$ cat src/rtl/shake_hand_send.sv
// Transmit side of the 4-phase ready/ack byte handshake: bytes queue in a small
// FIFO and are offered one at a time on dout/ready until acknowledged or timed out.
module shake_hand_send #(
    parameter int DEPTH   = 4,
    parameter int TIMEOUT = 64
) (
    input  logic        clk,
    input  logic        rst_n,
    input  logic        wr_en,
    input  logic [7:0]  wr_data,
    output logic        full,
    output logic        empty,
    output logic [7:0]  dout,
    output logic        ready,
    input  logic        ack,
    output logic        busy,
    output logic        err,
    output logic [15:0] sent_cnt
);
    localparam int AW = $clog2(DEPTH);
    localparam int CW = $clog2(TIMEOUT);
    localparam logic [CW-1:0] TO_LAST = CW'(TIMEOUT - 1);

    typedef enum logic [1:0] {IDLE, WAIT_HI, WAIT_LO} state_t;

    state_t        state_q, state_d;
    logic [7:0]    mem_q [DEPTH];
    logic [AW:0]   wr_ptr_q, rd_ptr_q;
    logic          ack_m_q, ack_s_q;
    logic [CW-1:0] tmo_q, tmo_d;
    logic [7:0]    dout_q, dout_d;
    logic          ready_q, ready_d;
    logic          err_q, err_d;
    logic [15:0]   sent_q, sent_d;
    logic          push, pop;

    // Extra pointer MSB distinguishes full from empty when the index bits match.
    assign empty = (wr_ptr_q == rd_ptr_q);
    assign full  = (wr_ptr_q[AW] != rd_ptr_q[AW]) &&
                   (wr_ptr_q[AW-1:0] == rd_ptr_q[AW-1:0]);
    assign push  = wr_en && !full;

    assign dout     = dout_q;
    assign ready    = ready_q;
    assign err      = err_q;
    assign sent_cnt = sent_q;
    assign busy     = (state_q != IDLE);

    always_ff @(posedge clk) begin
        if (push) begin
            mem_q[wr_ptr_q[AW-1:0]] <= wr_data;
        end
    end

    always_comb begin
        state_d = state_q;
        tmo_d   = tmo_q;
        dout_d  = dout_q;
        ready_d = ready_q;
        err_d   = 1'b0;
        sent_d  = sent_q;
        pop     = 1'b0;
        case (state_q)
            IDLE: begin
                if (!empty) begin
                    dout_d  = mem_q[rd_ptr_q[AW-1:0]];
                    pop     = 1'b1;
                    ready_d = 1'b1;
                    tmo_d   = '0;
                    state_d = WAIT_HI;
                end
            end
            WAIT_HI: begin
                // An ack arriving on the last timeout cycle still counts the word.
                if (ack_s_q) begin
                    ready_d = 1'b0;
                    sent_d  = sent_q + 16'd1;
                    state_d = WAIT_LO;
                end else if (tmo_q == TO_LAST) begin
                    ready_d = 1'b0;
                    err_d   = 1'b1;
                    state_d = WAIT_LO;
                end else begin
                    tmo_d = tmo_q + CW'(1);
                end
            end
            WAIT_LO: begin
                ready_d = 1'b0;
                if (!ack_s_q) begin
                    state_d = IDLE;
                end
            end
            default: begin
                ready_d = 1'b0;
                state_d = IDLE;
            end
        endcase
    end

    always_ff @(posedge clk or negedge rst_n) begin
        if (!rst_n) begin
            state_q  <= IDLE;
            wr_ptr_q <= '0;
            rd_ptr_q <= '0;
            ack_m_q  <= 1'b0;
            ack_s_q  <= 1'b0;
            tmo_q    <= '0;
            dout_q   <= 8'h00;
            ready_q  <= 1'b0;
            err_q    <= 1'b0;
            sent_q   <= 16'h0000;
        end else begin
            state_q <= state_d;
            ack_m_q <= ack;
            ack_s_q <= ack_m_q;
            tmo_q   <= tmo_d;
            dout_q  <= dout_d;
            ready_q <= ready_d;
            err_q   <= err_d;
            sent_q  <= sent_d;
            if (push) begin
                wr_ptr_q <= wr_ptr_q + 1'b1;
            end
            if (pop) begin
                rd_ptr_q <= rd_ptr_q + 1'b1;
            end
        end
    end

endmodule
$ cat config.mk
export PLATFORM = sky130hd
export DESIGN_NAME = shake_hand_send
export DESIGN_NICKNAME = d
export VERILOG_FILES = /design/src/rtl/shake_hand_send.sv
export SDC_FILE = /design/constraint.sdc
export NUM_CORES = 1
export LEC_CHECK = 0
export ABC_AREA = 1
export BUFFER_PORTS_ARGS = -buffer_cell sky130_fd_sc_hd__buf_2
export CAP_MARGIN = 20
export CORE_ASPECT_RATIO = 0.75
export CORE_MARGIN = 2
export CORE_UTILIZATION = 57
export DETAILED_ROUTE_END_ITERATION = 8
export PLACE_DENSITY = 0.89
export SLEW_MARGIN = 20
export SYNTH_ARGS = -nofsm -noshare
export SYNTH_HDL_FRONTEND = slang
export SYNTH_SLANG_ARGS = --single-unit
$ cat constraint.sdc
create_clock -name clk -period 2.01 [get_ports clk]
set_clock_uncertainty 0.1 [all_clocks]
set_input_delay 0.402 -clock clk [delete_from_list [all_inputs] [get_ports clk]]
set_output_delay 0.402 -clock clk [all_outputs]
set_load 0.005 [all_outputs]
# Yosys cells after proc, flatten, opt, wreduce, memory -nomap -nowiden
# Memories as Yosys holds them, arrays and structs flattened. A register that Yosys moved wholly into a read port is not among the register bits.
# Cells that the tools add are included.
dict set report totals {
  in_bits 12
  word_cells 58
  ff_bits 34
  out_inout_bits 29
  n_memories 1
  ram_bits 32
}
# name depth width rd rd_clocked_by_memory_dff write_ports line_no
set mem_list {}
lappend mem_list {mem_q 4 8 1 1 1 27} ;# logic [7:0] mem_q [DEPTH];
dict set report op_classes {
  n_mux 20
  n_eq_ne 11
  addsub 4
  n_reduce_logical 12
  n_bitwise 1
}
# operator count
set ops {}
lappend ops {{$mux 6} 3}
lappend ops {{$add 16x1->16 const B} 1}
lappend ops {{$pmux 6 s2} 1}
lappend ops {{$mux 1} 10}
lappend ops {{$mux 2} 4}
lappend ops {{$ne 2x2->1 const B} 4}
lappend ops {{$add 3x1->3 const B} 2}
lappend ops {{$add 6x1->6 const B} 1}
lappend ops {{$eq 6x6->1 const B} 1}
lappend ops {{$pmux 2 s3} 1}
lappend ops {{$reduce_and 2->1} 3}
lappend ops {{$reduce_and 4->1} 1}
lappend ops {{$reduce_bool 2->1} 2}
lappend ops {{$eq 3x3->1} 1}
lappend ops {{$ne 3x3->1 const B} 1}
lappend ops {{$reduce_and 3->1} 1}
lappend ops {{$eq 2x1->1 const B} 1}
lappend ops {{$eq 2x2->1} 1}
lappend ops {{$eq 2x2->1 const B} 1}
lappend ops {{$logic_and 1x1->1} 2}
lappend ops {{$logic_not 1->1} 2}
lappend ops {{$logic_not 2->1} 1}
lappend ops {{$pmux 1 s2} 1}
lappend ops {{$ne 1x1->1} 1}
lappend ops {{$not 1->1} 1}

# Logic depth before layout (Yosys ltp)
# Gate-level depths: netlist of the first run.
dict set report logic_depth {
  word_depth 6
  mapped_depth 9
}

# Least setup slack after synthesis of the first run
# OpenSTA, ideal clock, no wires.
dict set report synth_timing {
  path_kind {register to register}
  start {register rd_ptr_q[1]}
  end {memory mem_q[0][0], enable pin}
  setup_time_ns 0.371
  path_stages_with_launch 6
  slack_ns 0.258
  n_path_buf 1
  arrival_time_ns 1.281
  cell_sequence {dfrtp_1 buf_6 xnor2_2 nand3_1 nand2_2 nor2_1}
}
dict set report synth_between {
  elab_chain_len 6
}
# element line_no
set synth_lines {}
lappend synth_lines {{from (decl)} 28} ;# logic [AW:0] wr_ptr_q, rd_ptr_q;
lappend synth_lines {{from (signal assigned)} 125} ;# rd_ptr_q <= rd_ptr_q + 1'b1;
lappend synth_lines {{$eq 2x2->1} 40} ;# (wr_ptr_q[AW-1:0] == rd_ptr_q[AW-1:0]);
lappend synth_lines {{$logic_and 1x1->1} 39} ;# assign full = (wr_ptr_q[AW] != rd_ptr_q[AW]) &&
lappend synth_lines {{$logic_not 1->1} 41} ;# assign push = wr_en && !full;
lappend synth_lines {{$logic_and 1x1->1} 41}
lappend synth_lines {{$mux 1} 50} ;# if (push) begin
lappend synth_lines {{$mux 1 (not written as such)} 51} ;# mem_q[wr_ptr_q[AW-1:0]] <= wr_data;
lappend synth_lines {{to (decl)} 27}
# No other way between the ends.

# Worst setup path after layout of the first run
dict set report layout_timing {
  start {register wr_ptr_q[1]}
  end {output port full}
}
dict set report layout_between {
  elab_chain_len 2
}
# element line_no
set layout_lines {}
lappend layout_lines {{from (decl)} 28}
lappend layout_lines {{from (signal assigned)} 122} ;# wr_ptr_q <= wr_ptr_q + 1'b1;
lappend layout_lines {{$eq 2x2->1} 40}
lappend layout_lines {{$logic_and 1x1->1} 39}
lappend layout_lines {{to (decl)} 11} ;# output logic full,
# No other way between the ends.

==> results of run 1 <==
[layout make-up]
cell class | count | area, sq um | area share
Sequential cell | 74 | 2010 | 0.524
Multi-Input combinational cell | 225 | 1170 | 0.306
Timing Repair Buffer | 48 | 260 | 0.0677
Clock buffer | 10 | 128 | 0.0332
Inverter | 34 | 128 | 0.0332
Tap cell | 78 | 97.6 | 0.0254
Clock inverter | 6 | 42.5 | 0.0111
[routing by layer]
metal	wire length [um]	part of all wire
met2	3130	0.47
met5	0	0
met3	521	0.078
met4	82	0.012
met1	2970	0.44
[path summary, 6_finish.rpt]
check / from / endpoint / slack [ns]
hold / removal: rst_n / tmo_q[1] / 0.01
hold reg to reg: ack_m_q / ack_s_q / 0.26
setup reg to reg: wr_ptr_q[2] / mem_q[2][3] / 0.30
max in group asynchronous: rst_n / wr_ptr_q[1] / 1.42
min in group clk: ack / ack_m_q / 0.07
setup / recovery: wr_ptr_q[1] / full / 0.03
[power by group]
group | internal [uW] | switching [uW]
logic | 738 | 1200
clock network | 449 | 556
registers | 1990 | 289
total | 3180 | 2040
[per-stage QoR]
| step | setup TNS, ns | instances |
|---|---|---|
| after floorplan | 0 | 340 |
| after global placement | 0 | 458 |
| final | 0 | 475 |
| after CTS | 0 | 474 |
| after global routing | -0.0394 | 475 |
| after detailed placement | 0 | 458 |
[kinds of logic (layout without fill, tap and decap cells)]
kind of cell | Yosys count | count (layout)
xor gates and xnor gates | 16 | 16
adders and majority gates | 7 | 7
buffers and inverters | 41 | 98
and+or+nand+nor | 170 | 170
AOI/OAI and AO/OA | 32 | 32
DFF | 74 | 74
[sequential cells by signal, indices dropped and copies added, names as in the netlist, 2 cells and up]
| register | flops |
|---|---|
| sent_cnt | 16 |
| mem_q | 32 |
| dout | 8 |
| wr_ptr_q | 3 |
| tmo_q | 6 |
| state_q | 2 |
| rd_ptr_q | 3 |
[placed cells by master (no fill, tap or decap), drive strengths merged]
master,instances
a21o,1
a21oi,1
buf,48
clkbuf,10
clkinv,3
clkinvlp,2
dfrtp,42
edfxtp,32
ha,7
inv,35
nand2,91
nand3,21
nand4,5
nor2,47
nor3,4
nor3b,2
o21ai,30
xnor2,10
xor2,6
[what timing repair did]
item	4_1_cts	5_1_grt
setup buffers	0	1
endpoints found under the setup margin	0	1
gates resized for setup	0	3
==> results.sh, run 1 <==
export IMPL_ant_nets=0
export IMPL_hold_slack_ns=0.0134
export IMPL_synth_nets=359
export IMPL_relSlewSlack=0.652
export IMPL_synth_simple_area_share=0.223
export IMPL_cts_buffers=9
export IMPL_synth_area_per_cell_sq_um=9.91
export IMPL_drive_above_1_share=0.202
export IMPL_vias=2452
export IMPL_crit_type="reg -> out"
export IMPL_track_usage=0.220
export IMPL_first_pass_iters=6
export IMPL_antenna_cells=0
export IMPL_busiest_layer="met2"
export IMPL_globalRoute_totalOverflow=0
export IMPL_placed_area_sq_mm=0.00365
export IMPL_synth_most_common_cell="nand2_1"
export IMPL_syn_inst=340
export IMPL_setup_viol=0
export IMPL_crit_arrival_ns=1.47
export IMPL_place_gp_congestion=0.953
export IMPL_synth_xor_area_frac=0.0483
export IMPL_use_met2=0.339
export IMPL_fill_cells=454
export IMPL_grt_antenna_before_repair=0
export IMPL_wl_um=6700
export IMPL_pwr_density_cell_mw_per_mm2=1360
export IMPL_cp_cell_sequence="xnor2_2 -> nand3_1 -> inv_1 -> buf_2"
export IMPL_pre_cts_ws_ns=0.341
export IMPL_seq_area_frac_synth=0.597
export IMPL_p_leak_uw=0.00180
export IMPL_nets=411
export IMPL_pin_count=41
export IMPL_async_flop_share=0.568
export IMPL_finalCritPeriodShare=0.983
export IMPL_num_rows=24
export IMPL_ys_ff_latch=74
export IMPL_synth_cell_types=29
export IMPL_end_kind="output pin"
export IMPL_critical_path_depth=4
export IMPL_cts_tree="yes"
export IMPL_cts_path_max_buffers=2
export IMPL_grt_pass1_wl_um=10800
export IMPL_synth_top_cells_by_area="dfrtp_1 (31%), edfxtp_1 (29%), nand2_1 (9.7%)"
export IMPL_die_h_um=70.6
export IMPL_wl_per_cell_um=14.1
export IMPL_synth_top_family_by_area="simple AND/OR/NAND/NOR gates"
export IMPL_synthAdderAreaFrac=0.0260
export IMPL_dp_hpwl_um=4860
export IMPL_status="complete, no violations"
export IMPL_fin_ws_ns=0.0334
export IMPL_die_w_um=92.8
export IMPL_clock_latency_ns=0.35
export IMPL_cts_root_buf="clkbuf_8"
export IMPL_syn_to_final_growth_pct=14.1
export IMPL_vdd_drop_max_mv=0.672
export IMPL_critPathMaxFanout=5
export IMPL_io_buffer_count=40
export IMPL_worstRegToRegCells=8
export IMPL_total_power_uw=5220
export IMPL_critPathTopFamily="flip-flops"
export IMPL_grt_pass1_vias=2262
export IMPL_yosys_area_top_type="dfrtp_1"
export IMPL_start_util=0.584
export IMPL_cp_start_kind="flop"
export IMPL_dieArea_sq_mm=0.00655
export IMPL_use_met1=0.297
export IMPL_cts_max_level=3
export IMPL_drv_cap=0
export IMPL_drc=0
export IMPL_hold_class="in -> async"
export IMPL_cp_slowest_stage_delay_ns=0.46
export IMPL_cts_sinks=74
export IMPL_grt_max_degree=43
export IMPL_synth_compound_area_frac=0.0483
export IMPL_drtIter0Drc=134
export IMPL_ys_warn_count=0
export IMPL_critPathSlowestCell="dfrtp_2"
export IMPL_clk_pin_slew_worst_paths_ns=0.08
export IMPL_synth_mux_area_frac=0
export IMPL_gr_usage_met3=0.0809
export IMPL_synthTopCellsByCount="nand2_1 (87), nor2_1 (44), dfrtp_1 (42)"
export IMPL_cp_data_required_time_ns=1.51
export IMPL_critPathBufInv=2
export IMPL_synth_edff_count=32
export IMPL_worst_pin_slew_ns=0.521
export IMPL_syn_cell_area_sq_mm=0.00337
export IMPL_clock_fmax_mhz=506
export IMPL_core_area_sq_mm=0.00577
export IMPL_hold_viol=0
export IMPL_finalCriticalPeriod_ns=1.98
export IMPL_holdBufCountCts=0
export IMPL_synthFlopType="dfrtp_1"
export IMPL_viasPerCell=5.16
export IMPL_final_area_sq_mm=0.00384
export IMPL_final_core_util=0.667
export IMPL_synth_top_area_frac=0.312
export IMPL_slew_viol_final=0
Note: power is estimated with default switching activity, not from simulation.
==> run 2, diff against run 1 <==
- CAP_MARGIN: 20 -> 30
- CORE_MARGIN: 2 -> unset
==> run 2 against run 1 <==
Die area fell by 4.9%. Sequential cell count did not move. Maximum frequency is 4.1% higher. Via count up 2.1%. Largest power group unchanged. Combinational power about the same. Clock-buffer cell count unchanged. Register-to-register slack improved by 0.03 ns. Sequential share of layout area decreased by 0.42 points. Critical path type unchanged. Critical path depth stayed put.
==> results.sh, run 2 (same netlist as run 1, synthesis figures left out) <==
export IMPL_first_pass_iters=4
export IMPL_end_kind="output pin"
export IMPL_cp_start_kind="flop"
export IMPL_grt_pass1_vias=2400
export IMPL_dp_hpwl_um=4640
export IMPL_vdd_drop_max_mv=0.714
export IMPL_cp_data_required_time_ns=1.51
export IMPL_pwr_density_cell_mw_per_mm2=1390
export IMPL_fill_cells=402
export IMPL_io_buffer_count=40
export IMPL_nets=411
export IMPL_ant_nets=0
export IMPL_cts_max_level=3
export IMPL_pre_cts_ws_ns=0.355
export IMPL_start_util=0.610
export IMPL_setup_viol=0
export IMPL_crit_type="reg -> out"
export IMPL_rsz0062_at_grt="false"
export IMPL_track_usage=0.245
export IMPL_holdBufCountCts=0
export IMPL_wl_per_cell_um=14.3
export IMPL_vias=2503
export IMPL_setup_tns_ns=0
export IMPL_layout_common_cells="nand2_1 (87), nor2_1 (44), dfrtp_1 (42)"
export IMPL_cts_root_buf="clkbuf_8"
export IMPL_clock_fmax_mhz=527
export IMPL_p_leak_uw=0.00182
export IMPL_drv_cap=0
export IMPL_grt_antenna_before_repair=0
export IMPL_cp_cell_sequence="xnor2_2 -> nand3_2 -> inv_1 -> buf_2"
export IMPL_clock_latency_ns=0.35
export IMPL_regArea_sq_mm=0.00201
export IMPL_largest_reg_flops=32
export IMPL_critPathTopFamily="flip-flops"
export IMPL_stdcell_count=472
export IMPL_fin_ws_ns=0.111
export IMPL_cp_slowest_stage_delay_ns=0.45
export IMPL_cts_buffers=9
export IMPL_hold_class="in -> async"
export IMPL_dp_cells=455
export IMPL_grt_pass1_wl_um=11200
export IMPL_finalCriticalPeriod_ns=1.90
export IMPL_place_gp_congestion=0.871
export IMPL_syn_to_final_growth_pct=14.9
export IMPL_pin_count=41
export IMPL_num_rows=23
export IMPL_cts_path_max_buffers=2
export IMPL_hold_slack_ns=0.0115
export IMPL_core_area_sq_mm=0.00553
export IMPL_cts_tree="yes"
export IMPL_dieArea_sq_mm=0.00623
export IMPL_clk_pin_slew_worst_paths_ns=0.08
export IMPL_die_h_um=68.6
export IMPL_critPathMaxFanout=5
export IMPL_hold_viol=0
export IMPL_crit_arrival_ns=1.40
export IMPL_viasPerCell=5.30
export IMPL_status="complete, no violations"
export IMPL_antenna_cells=0
export IMPL_cts_sinks=74
export IMPL_critPathSlowestCell="dfrtp_1"
export IMPL_finalCritPeriodShare=0.945
export IMPL_drc=0
export IMPL_drive_above_1_share=0.196
export IMPL_multi_input_area_sq_mm=0.00117
export IMPL_layout_commonest_cell="nand2_1"
export IMPL_wl_um=6750
export IMPL_critPathBufInv=2
export IMPL_globalRoute_totalOverflow=0
export IMPL_relSlewSlack=0.653
export IMPL_die_w_um=90.8
export IMPL_slew_viol_final=0
export IMPL_drtIter0Drc=196
export IMPL_worst_pin_slew_ns=0.521
export IMPL_grt_max_degree=43
run 2: timing repair:
action,CTS,global route
endpoints found under the hold margin,0,0
setup endpoints to repair,0,1
setup buffers,0,1
resized for setup,0,1
run 2: layer usage:
metal	up-vias	part of all wire	wire, um	global-route usage
li1	1203	-	-	-
met1	1195	0.44	2950	0.308
met2	90	0.48	3250	0.409
met3	15	0.066	444	0.0779
met4	0	0.016	110	0.0893
met5	-	0	0	0
run 2: layout make-up:
class	count	share of cell area
Timing Repair Buffer	48	0.0672
Tap cell	75	0.0242
Clock buffer	10	0.0330
Sequential cell	74	0.520
Inverter	34	0.0330
Multi-Input combinational cell	225	0.302
Clock inverter	6	0.0210
run 2: where the power goes:
part	internal [uW]	switching, uW
Sequential	1980	250
Combinational	702	1230
Clock	690	529
run 2: worst paths after layout:
kind | slack, ns | startpoint | cells past startpoint | end
worst min register to register | 0.27 | ack_m_q | 0 | ack_s_q
worst max-delay path | 0.11 | wr_ptr_q[1] | 4 | full
worst min-delay path | 0.01 | rst_n | 2 | err
worst max register to register | 0.33 | tmo_q[0] | 8 | tmo_q[3]
min in group clk | 0.06 | ack | 1 | ack_m_q
max in group asynchronous | 1.44 | rst_n | 2 | tmo_q[2]
run 2: metrics by stage:
step | total power (uW) | util | instance area [sq um]
global route | 5780 | 0.701 | 3870
finish | 5380 | 0.701 | 3870
CTS | 5380 | 0.698 | 3860
floorplan | 3640 | - | 3370
detailed placement | 4140 | 0.661 | 3650
global placement | 4050 | 0.661 | 3650
